===== config.mk =====
export PLATFORM = sky130hd
export DESIGN_NAME = vga_timing_gen
export DESIGN_NICKNAME = d
export VERILOG_FILES = /design/src/rtl/vga_pkg.sv /design/src/rtl/vga_timing_gen.sv
export SDC_FILE = /design/constraint.sdc
export NUM_CORES = 1
export LEC_CHECK = 0
export ABC_AREA = 1
export BUFFER_PORTS_ARGS = -buffer_cell sky130_fd_sc_hd__buf_4
export CORE_MARGIN = 3
export CORE_UTILIZATION = 50
export DETAILED_ROUTE_END_ITERATION = 8
export HOLD_SLACK_MARGIN = 0.05
export PLACE_DENSITY_LB_ADDON = 0.1
export SYNTH_ARGS = -nofsm -noshare
export SYNTH_HDL_FRONTEND = slang
export SYNTH_SLANG_ARGS = --single-unit

===== constraint.sdc =====
create_clock -name clk -period 2.5 [get_ports clk]
set_input_delay 0.25 -clock clk [delete_from_list [all_inputs] [get_ports clk]]
set_output_delay 0.25 -clock clk [all_outputs]
set_load 0.02 [all_outputs]

===== src/rtl/vga_pkg.sv =====
// Shared VGA raster definitions: 640x480@60 timing values and the coordinate type
// used by the timing generator and every renderer downstream of it.
package vga_pkg;

  typedef logic [9:0] coord_t;

  localparam int VGA_H_VISIBLE = 640;
  localparam int VGA_H_FP      = 16;
  localparam int VGA_H_SYNC    = 96;
  localparam int VGA_H_BP      = 48;

  localparam int VGA_V_VISIBLE = 480;
  localparam int VGA_V_FP      = 10;
  localparam int VGA_V_SYNC    = 2;
  localparam int VGA_V_BP      = 33;

  localparam int H_TOTAL = VGA_H_VISIBLE + VGA_H_FP + VGA_H_SYNC + VGA_H_BP;
  localparam int V_TOTAL = VGA_V_VISIBLE + VGA_V_FP + VGA_V_SYNC + VGA_V_BP;

  // True when c lies in the half-open window [lo, lo+len).
  function automatic logic in_window(coord_t c, int lo, int len);
    return (int'(c) >= lo) && (int'(c) < lo + len);
  endfunction

endpackage


===== src/rtl/vga_timing_gen.sv =====
// Raster timing generator: cascaded h/v modulo counters advanced by pix_en, with
// every decoded output registered from the next-count value so they share one edge.
module vga_timing_gen
  import vga_pkg::*;
#(
  parameter int   H_VISIBLE   = VGA_H_VISIBLE,
  parameter int   H_FP        = VGA_H_FP,
  parameter int   H_SYNC      = VGA_H_SYNC,
  parameter int   H_BP        = VGA_H_BP,
  parameter int   V_VISIBLE   = VGA_V_VISIBLE,
  parameter int   V_FP        = VGA_V_FP,
  parameter int   V_SYNC      = VGA_V_SYNC,
  parameter int   V_BP        = VGA_V_BP,
  parameter logic SYNC_ACTIVE = 1'b0
) (
  input  logic       clk,
  input  logic       reset,
  input  logic       pix_en,
  output coord_t     h_cnt,
  output coord_t     v_cnt,
  output coord_t     x,
  output coord_t     y,
  output logic       de,
  output logic       hsync,
  output logic       vsync,
  output logic       line_start,
  output logic       frame_start,
  output logic [7:0] frame_cnt
);

  localparam int     HTOT  = H_VISIBLE + H_FP + H_SYNC + H_BP;
  localparam int     VTOT  = V_VISIBLE + V_FP + V_SYNC + V_BP;
  localparam coord_t H_MAX = coord_t'(HTOT - 1);
  localparam coord_t V_MAX = coord_t'(VTOT - 1);

  coord_t h_nxt;
  coord_t v_nxt;
  logic   de_nxt;
  logic   hsync_nxt;
  logic   vsync_nxt;
  logic   h_wrap;
  logic   f_wrap;

  // Next raster position and its decode; only committed on a pixel strobe.
  always_comb begin
    h_wrap = (h_cnt == H_MAX);
    f_wrap = h_wrap && (v_cnt == V_MAX);
    h_nxt  = h_wrap ? '0 : coord_t'(h_cnt + 10'd1);
    if (f_wrap)
      v_nxt = '0;
    else if (h_wrap)
      v_nxt = coord_t'(v_cnt + 10'd1);
    else
      v_nxt = v_cnt;
    de_nxt    = (int'(h_nxt) < H_VISIBLE) && (int'(v_nxt) < V_VISIBLE);
    hsync_nxt = in_window(h_nxt, H_VISIBLE + H_FP, H_SYNC) ? SYNC_ACTIVE : ~SYNC_ACTIVE;
    vsync_nxt = in_window(v_nxt, V_VISIBLE + V_FP, V_SYNC) ? SYNC_ACTIVE : ~SYNC_ACTIVE;
  end

  // Reset parks the raster on the last pixel so the first strobe opens frame 0.
  always_ff @(posedge clk or posedge reset) begin
    if (reset) begin
      h_cnt       <= H_MAX;
      v_cnt       <= V_MAX;
      x           <= '0;
      y           <= '0;
      de          <= 1'b0;
      hsync       <= ~SYNC_ACTIVE;
      vsync       <= ~SYNC_ACTIVE;
      line_start  <= 1'b0;
      frame_start <= 1'b0;
      frame_cnt   <= 8'hFF;
    end else begin
      line_start  <= 1'b0;
      frame_start <= 1'b0;
      if (pix_en) begin
        h_cnt       <= h_nxt;
        v_cnt       <= v_nxt;
        x           <= de_nxt ? h_nxt : '0;
        y           <= de_nxt ? v_nxt : '0;
        de          <= de_nxt;
        hsync       <= hsync_nxt;
        vsync       <= vsync_nxt;
        line_start  <= h_wrap;
        frame_start <= f_wrap;
        if (f_wrap)
          frame_cnt <= frame_cnt + 8'd1;
      end
    end
  end

endmodule


Word level (Yosys, flattened, before mapping)
Cells that the tools add are included.

word-level totals
  register bits = 53
  bits of input ports = 3
  word-level logic and storage cells = 35

operators by class
  $add $sub $neg = 3
  magnitude comparators = 6
  eq/ne operators = 2
  muxes and demuxes = 9
  reductions and logical operators = 5

operator list
  cell                                                                                   count
  10-bit two-way mux                                                                     5
  10-bit by 1-bit adder with 10-bit output (second input constant)                       2
  10-bit equality test (second input constant)                                           2
  10-bit less-than comparator (second input constant)                                    2
  10-bit by 9-bit less-than comparator with 1-bit output (second input constant)         2
  10-bit greater-or-equal comparator (second input constant)                             1
  10-bit by 9-bit greater-or-equal comparator with 1-bit output (second input constant)  1
  8-bit by 1-bit adder with 8-bit output (second input constant)                         1
  1-bit logical AND                                                                      4
  1-bit two-way mux                                                                      4
  2-bit AND reduction                                                                    1

Longest topological paths before layout
Gate-level depths: netlist of run 1.

  depth in word-level cells = 6
  depth in mapped cells = 14
  mapped depth without buffers = 13

Worst setup path after synthesis of run 1
Ideal clock, no wire load.

  kind = register -> register
  start = register h_cnt[0]
  end = register x[4]
  library setup time = 0.133 ns
  arrival time = 1.962 ns
  data required time = 2.367 ns
  setup slack = 0.405 ns
  cell stages (with the launch flop) = 14
  path buffers = 1
  clock period less this slack = 2.095 ns
  cell sequence = dfstp_2 ha_1 nand2_4 nor2_8 inv_4 nor2_8 nand3_2 nand2_1 nand2_2 nor2_1 nand3_1 nand2_2 buf_6 a21oi_2

between the ends
  word-level cells in the longest chain between the ends = 6
  elaborated cells on any way between the ends = 10
  classes of those cells = add/sub: 1; order compare: 2; eq/ne: 1; mux: 4; reduce/logical: 2

RTL lines
  item                                                                                              line                  source
  start: declaration                                                                                vga_timing_gen.sv:19  output coord_t h_cnt,
  start signal: assignment                                                                          vga_timing_gen.sv:77  h_cnt <= h_nxt;
  parallel branches: the longest is 5 deep, another holds 10-bit by 1-bit adder with 10-bit output  -
  10-bit two-way mux (*)                                                                            vga_timing_gen.sv:79  x <= de_nxt ? h_nxt : '0;
  end signal: assignment                                                                            vga_timing_gen.sv:79
  end: declaration                                                                                  vga_timing_gen.sv:21  output coord_t x,

Every way passes the cells marked *.
A chain may end at the register's enable or synchronous reset.

Worst setup path after layout of run 1
  start = register h_cnt[1]
  end = register x[1]

Same word-level chain as after synthesis.

==> results of run 1 <==
## power groups by stage
stage               logic [mW]  registers (mW)  clock network [mW]
finish                   0.979            1.20               0.599
detailed placement       0.974            1.21                   0
global placement         0.962            1.21                   0
CTS                      0.976            1.20               0.618
floorplan                0.447            1.36                   0
global route              1.08            1.22               0.646
## cell families (layout without fill, tap and decap cells)
kind of cell	after synthesis	in the layout
compound gates	50	50
xor+xnor	9	9
fa+ha+maj	5	5
buf+inv	51	113
flops	53	53
simple gates	191	191
## worst max-delay path by stage
stage                      end  depth (start not counted)  slack [ns]
final                     x[1]                         13        0.27
after CTS                   de                         13        0.21
after global routing      x[6]                         13        0.06
after detailed placement  x[3]                         13        0.23
after floorplan           x[4]                         13        0.41
after global placement      de                         13        0.31
## tightest hold or removal path, delay by kind of cell
kind | cells | cell delay, ns
xor+xnor | 1 | 0.08
buf+inv | 1 | 0.13
simple gates | 1 | 0.13
## per-stage QoR
stage	setup WS [ns]	instance area [um2]	hold WS, ns
CTS	0.212	3520	0.272
floorplan	0.405	2890	0.515
global route	0.0626	3540	0.271
global placement	0.307	3400	0.324
detailed placement	0.227	3400	0.325
finish	0.265	3540	0.283
## flip-flops by register name, summed over array words and instances (netlist names)
name,count
de,1
frame_cnt,8
frame_start,1
h_cnt,10
hsync,1
line_start,1
v_cnt,10
vsync,1
x,10
y,10
## final cells by class
cell class              count  area, um2  area share, %
clock buffers               7       86.3           2.44
well taps                  72       90.1           2.55
clock inverters             1       30.0          0.849
flip-flops and latches     53       1350           38.2
multi-input cells         255       1330           37.6
inverters                  42        161           4.56
repair buffers             63        488           13.8
## cell usage in the layout (no fill, tap or decap), drive strengths merged
master,netlist,final
bufinv,0,1
a21oi,9,9
o21bai,1,1
nand3,26,26
nand4,8,8
clkbuf,7,7
o211ai,1,1
dfstp,20,20
buf,2,62
o21a,1,1
or2,1,1
dfrtp,33,33
ha,5,5
nor2,42,42
xnor2,1,1
xor2,8,8
dlygate4sd3,0,1
nor3,3,3
o21ai,38,38
clkinv,2,2
nand2,111,111
inv,40,40
## timing repair
action | CTS | global route
endpoints found under the hold margin | 33 | 0
hold buffers | 1 | 0
buffers inserted | 0 | 2
endpoints found under the setup margin | 0 | 14
## per-layer routing
layer	vias up	global-route usage, %
li1	1268	-
met1	1201	31.0
met2	79	34.6
met3	7	3.73
met4	0	5.32
met5	-	0
==> metrics.md, run 1 <==
| Metric | Value |
|---|---|
| Hold path depth | 3 |
| Worst setup startpoint | h_cnt[1] |
| Die Height | between 80 and 90 um |
| Clk pwr share | 21.6% |
| Worst setup skew after layout | just under 0.005 ns |
| Routed wl met2 | between 3000 and 4000 um |
| Mux cell area share after synthesis | 0% |
| Clk buf depth | 2 |
| Critical Path Most Common Cell | nand2_1 |
| Sw frac | 37.5% |
| # placed instances | 482 |
| Tmin final | 2.23 ns |
| IO Pins | 56 |
| CTS Buf Count | 5 |
| Antenna violations before repair | 0 |
| # clock sinks | 53 |
| Area Overhead vs Synth | 22.3% |
| Max IR drop VDD | 0.423 mV |
| Layout Cells excl Fill | 493 |
| Routed Antenna Nets | 0 |
| Post-synthesis simple-gate area fraction | 29.6% |
| Router iterations before antenna repair | 4 |
| Endpoint of the worst hold-timing path | frame_cnt[0] |
| Max Clk Rate | 447 MHz |
| Yosys top cell by area | dfrtp_1 |
| Worst EP arrival | 2.44 ns |
| Share of layout cells above drive strength 1 | 31.4% |
| Final Hold Fails | 0 |
| Netlist cell types | 32 |
| Relative slew slack | about 70% |
| CP max stage delay | 0.59 ns |
| Power per Cell Area | 784 nW/um2 |
| Worst Path Required | about 2.7 ns |
| Post-synth EDFFs | 0 |
| Post-synthesis xor/xnor area fraction | 2.73% |
| Mapped Area | 2890 um2 |
| Placer Congestion | between 1 and 1.5 |
| Residual DRC | 0 |
| Status | complete, no violations |
| Synth warn | 0 |
| Count leader, synth | nand2_1 |
| FP Rows | 27 |
| Least-Margin Pin Slew | 0.464 ns |
| Clk root buf | clkbuf_8 |
| Compound-cell area share of the yosys netlist | between 10% and 20% |
| Largest family of logic cells by synthesized area | simple AND/OR/NAND/NOR gates |
| Psw | around 1.0 mW |
| Hold Startpoint | pix_en |
| Delay-heaviest family, CP | simple AND/OR/NAND/NOR gates |
| Die span in x | 82.0 um |
| Critical path buffers and inverters | 3 |
| Gate Count Post-Synth | 359 |
| Final Setup Violations | 0 |
| Pleak | 1.79 nW |
| PortBufs | 55 |
| Slew Limit Fails | 0 |
| Grt ovf | 0 |
| 1st-iter DRT viols | 214 |
| Vias per Instance | 5.18 |
| Wire length on met1 | ~3200 um |
| Via Count | 2555 |
| Synth top area cells | dfrtp_1 29%, dfstp_2 18%, nand2_1 14%, o21ai_2 4.8%, nor2_1 4.7% |
| Dpl hpwl | 5000 um |
| CTS tree | yes |
| Setup slack, reg-to-reg | between 0.2 and 0.3 ns |
| Fill cells | between 500 and 600 |
| Internal power | ~1.7 mW |
| PostCTS Resize Cnt | 0 |
| Initial Utilization | 52.2% |
| #FFs+latches synth | 53 |
| Crit Path Class | reg -> reg |
| Post-synth ARST share | between 90% and 100% |
| Final core occ | a little under two thirds |
| Vias in the first global route | 2287 |
| Routed WL | 6730 um |
| Sequential Power Share | 43.1% |
| First-pass GRT wire length | 11300 um |
| Total GRT Usage | 21.8% |
| Crit Path Max Fanout | 11 |
| Max Cap Viol | 0 |
| Die area | 6730 um2 |
| Fin crit share | 89.4% |
| Top cells by count, synth | 106 x nand2_1, 36 x nor2_1, 35 x inv_1, 33 x dfrtp_1, 23 x nand3_1 |
| Main synth FF type | dfrtp_1 |
| Highest routed layer | met4 |
| Diode count | 0 |
| Setup TNS | 0 ns |
| Yosys top cell area share | 28.6% |
| Sequential cell area fraction in the yosys report | 46.7% |
| FF-to-FF Start | h_cnt[1] |
| H-Tree Depth | 2 |
| Largest net degree at the start of global routing | 54 |
| Design Power | 2.77 mW |
| Avg WL per Cell | 13.6 um |
| Post-Syn Nets | 367 |
| R2R cell count | 13 |
| Met3 routed WL | 425 um |
| Worst hold path class | in -> reg |
| Crit path cell chain | ha_1 > nand2_4 > nor2_2 > nand3_2 > inv_2 > nand2_1 > nand2_1 > inv_1 > nor2_1 > nand3_1 > nand2_2 > buf_4 > o21ai_2 |
| Logic pwr share | 35.3% |
| Clk pin slew, worst setup/hold paths | 0.09 ns |
| RSZ-0062 raised after global routing | no |
| Worst path slowest cell | dfstp_2 |
| Nets | 428 |
| Critical Path Start Type | flip-flop |
| Clk Latency, worst-skew pair | 0.31 ns |
| Adder-cell share of the synthesized area | 2.16% |
| Reg2reg end | x[1] |
| Core Footprint | 5540 um2 |
| Syn Area/Cell | 8.05 um2 |
| CP Capture Type | flip-flop |
No activity file was read; power rests on OpenSTA's default activity.
==> run 2, diff against run 1 <==
--- a/config.mk
+++ b/config.mk
@@ -11,7 +11,7 @@
 export CORE_UTILIZATION = 50
 export DETAILED_ROUTE_END_ITERATION = 8
 export HOLD_SLACK_MARGIN = 0.05
-export PLACE_DENSITY_LB_ADDON = 0.1
+export PLACE_DENSITY_LB_ADDON = 0.08
 export SYNTH_ARGS = -nofsm -noshare
 export SYNTH_HDL_FRONTEND = slang
 export SYNTH_SLANG_ARGS = --single-unit
==> metrics.md, run 2 (synthesis gave the netlist of run 1 again) <==
| Metric | Value |
|---|---|
| CTS Buf Count | 5 (unchanged) |
| Routed WL | 6590 um (was 6730 um) |
| Slew Limit Fails | 0 (unchanged) |
| Largest net degree at the start of global routing | 43 (was 54) |
| PortBufs | 55 (unchanged) |
| Max Cap Viol | 0 (unchanged) |
| Worst setup skew after layout | 0.00288 ns (was 0.00487 ns) |
| Via Count | 2531 (was 2555) |
| # placed instances | 482 (unchanged) |
| Core Footprint | 5540 um2 (unchanged) |
| Final core occ | 63.9% (was 63.8%) |
| # clock sinks | 53 (unchanged) |
| Commonest non-fill, non-tap cell in the layout | nand2_1 (unchanged) |
| WHS | 0.383 ns (was 0.283 ns) |
| FP Rows | 27 (unchanged) |
| Tmin final | 2.19 ns (was 2.23 ns) |
| Dpl hpwl | 4930 um (was 5000 um) |
| Relative slew slack | 62.0% (was 68.8%) |
| PostCTS Resize Cnt | 0 (unchanged) |
| Clk pin slew, worst setup/hold paths | 0.09 ns (about the same) |
| Worst hold path class | in -> reg (unchanged) |
| Setup WS post-layout | 0.306 ns (was 0.265 ns) |
| First-pass GRT wire length | 11200 um (was 11300 um) |
| Pleak | 1.78 nW (was 1.79 nW) |
| 1st-iter DRT viols | 168 (was 214) |
| Vias per Instance | 5.15 (was 5.18) |
| Max Clk Rate | 456 MHz (was 447 MHz) |
| IO Pins | 56 (unchanged) |
| Status | complete, no violations (unchanged) |
| RSZ-0062 raised after global routing | no (unchanged) |
| Clk Latency, worst-skew pair | 0.30 ns (was 0.31 ns) |
| Fin crit share | 87.8% (was 89.4%) |
| Initial Utilization | 52.2% (unchanged) |
| Clk buf depth | 2 (unchanged) |
| Total GRT Usage | 21.4% (was 21.8%) |
| H-Tree Depth | 2 (unchanged) |
| Post-Place Worst Slack | 0.317 ns (was 0.227 ns) |
| Antenna violations before repair | 0 (unchanged) |
| Commonest cells after routing, fill and taps aside | 106 x nand2_1, 58 x buf_4, 36 x nor2_1, 34 x inv_1, 33 x dfrtp_1 (was 106 x nand2_1, 61 x buf_4, 36 x nor2_1, 34 x inv_1, 33 x dfrtp_1) |
| Critical Path Start Type | flip-flop (unchanged) |
| Router iterations before antenna repair | 4 (unchanged) |
| CTS tree | yes (unchanged) |
| Clk root buf | clkbuf_8 (unchanged) |
| Placer Congestion | 0.977 (was 1.01) |
| Crit Path Class | reg -> reg (unchanged) |
| Crit Path Max Fanout | 20 (was 11) |
| Hold path depth | 3 (unchanged) |
| Grt ovf | 0 (unchanged) |
| Layout Cells excl Fill | 491 (was 493) |
| Die area | 6730 um2 (unchanged) |
| Power per Cell Area | 786 nW/um2 (was 784 nW/um2) |
| Avg WL per Cell | 13.4 um (was 13.6 um) |
| Routed Antenna Nets | 0 (unchanged) |
| Share of layout cells above drive strength 1 | 31.3% (was 31.4%) |
| Setup TNS | 0 ns (unchanged) |
| Post-CTS setup buffer count | 0 (unchanged) |
| R2R cell count | 13 (unchanged) |
| Die span in x | 82.0 um (unchanged) |
| Diode count | 0 (unchanged) |
| Worst Path Required | 2.68 ns (was 2.70 ns) |
| Die Height | 82.0 um (unchanged) |
| Least-Margin Pin Slew | 0.569 ns (was 0.464 ns) |
| Nets | 426 (was 428) |
| Worst EP arrival | 2.38 ns (was 2.44 ns) |
| CP Capture Type | flip-flop (unchanged) |
| Final Hold Fails | 0 (unchanged) |
| Vias in the first global route | 2406 (was 2287) |
| Area Overhead vs Synth | 22.4% (was 22.3%) |
| Final Setup Violations | 0 (unchanged) |
| Max IR drop VDD | 0.390 mV (was 0.423 mV) |
| Residual DRC | 0 (unchanged) |
## run 2: critical path: stages (launching register included)
cell	delay, ns
dfstp_2	0.59
ha_1	0.22
nand2_4	0.10
nor2_2	0.13
nand3_2	0.17
inv_2	0.14
nand2_1	0.06
nand2_1	0.10
inv_1	0.05
nor2_1	0.09
nand3_1	0.08
nand2_2	0.08
buf_12	0.19
a21oi_2	0.07
## run 2: power by group
part / internal, mW / total [mW] / leakage (nW) / switching, mW
logic: 0.374 / 0.981 / 1.07 / 0.608
clock network: 0.326 / 0.602 / 0.0574 / 0.276
registers: 1.04 / 1.20 / 0.646 / 0.160
total: 1.74 / 2.78 / 1.78 / 1.04
## run 2: path summary, 6_finish.rpt
check,to,slack [ns],start
max in group asynchronous,frame_cnt[1],1.33,reset
hold / removal,line_start,0.38,pix_en
hold reg to reg,x[9],0.49,x[9]
min in group asynchronous,x[0],0.56,reset
setup / recovery,x[6],0.31,h_cnt[1]
setup reg to reg,x[6],0.31,h_cnt[1]
## run 2: through the flow
stage | power (mW) | instance area [um2]
finish | 2.78 | 3540
global route | 2.97 | 3540
CTS | 2.80 | 3540
detailed placement | 2.20 | 3410
global placement | 2.18 | 3410
floorplan | 1.81 | 2890
## run 2: final cells by class
class                      instances  area, um2
sequential                        53       1350
timing repair buffer              61        485
tap                               72       90.1
clock buffer                       6       82.6
clock inverter                     2       37.5
multi-input combinational        255       1330
fill                             491       2000
inverter                          42        161
## run 2: metal layers
layer | track usage, % | vias up | wire length, um
met2 | 33.4 | 79 | 3000
met1 | 30.7 | 1183 | 3140
met5 | 0 | - | 0
met3 | 3.51 | 8 | 379
li1 | - | 1261 | -
met4 | 6.15 | 0 | 72
## run 2: what timing repair did
action                                 in CTS  in global routing
endpoints found under the hold margin      14                  0
hold buffers                                1                  0
setup endpoints to repair                   0                  0
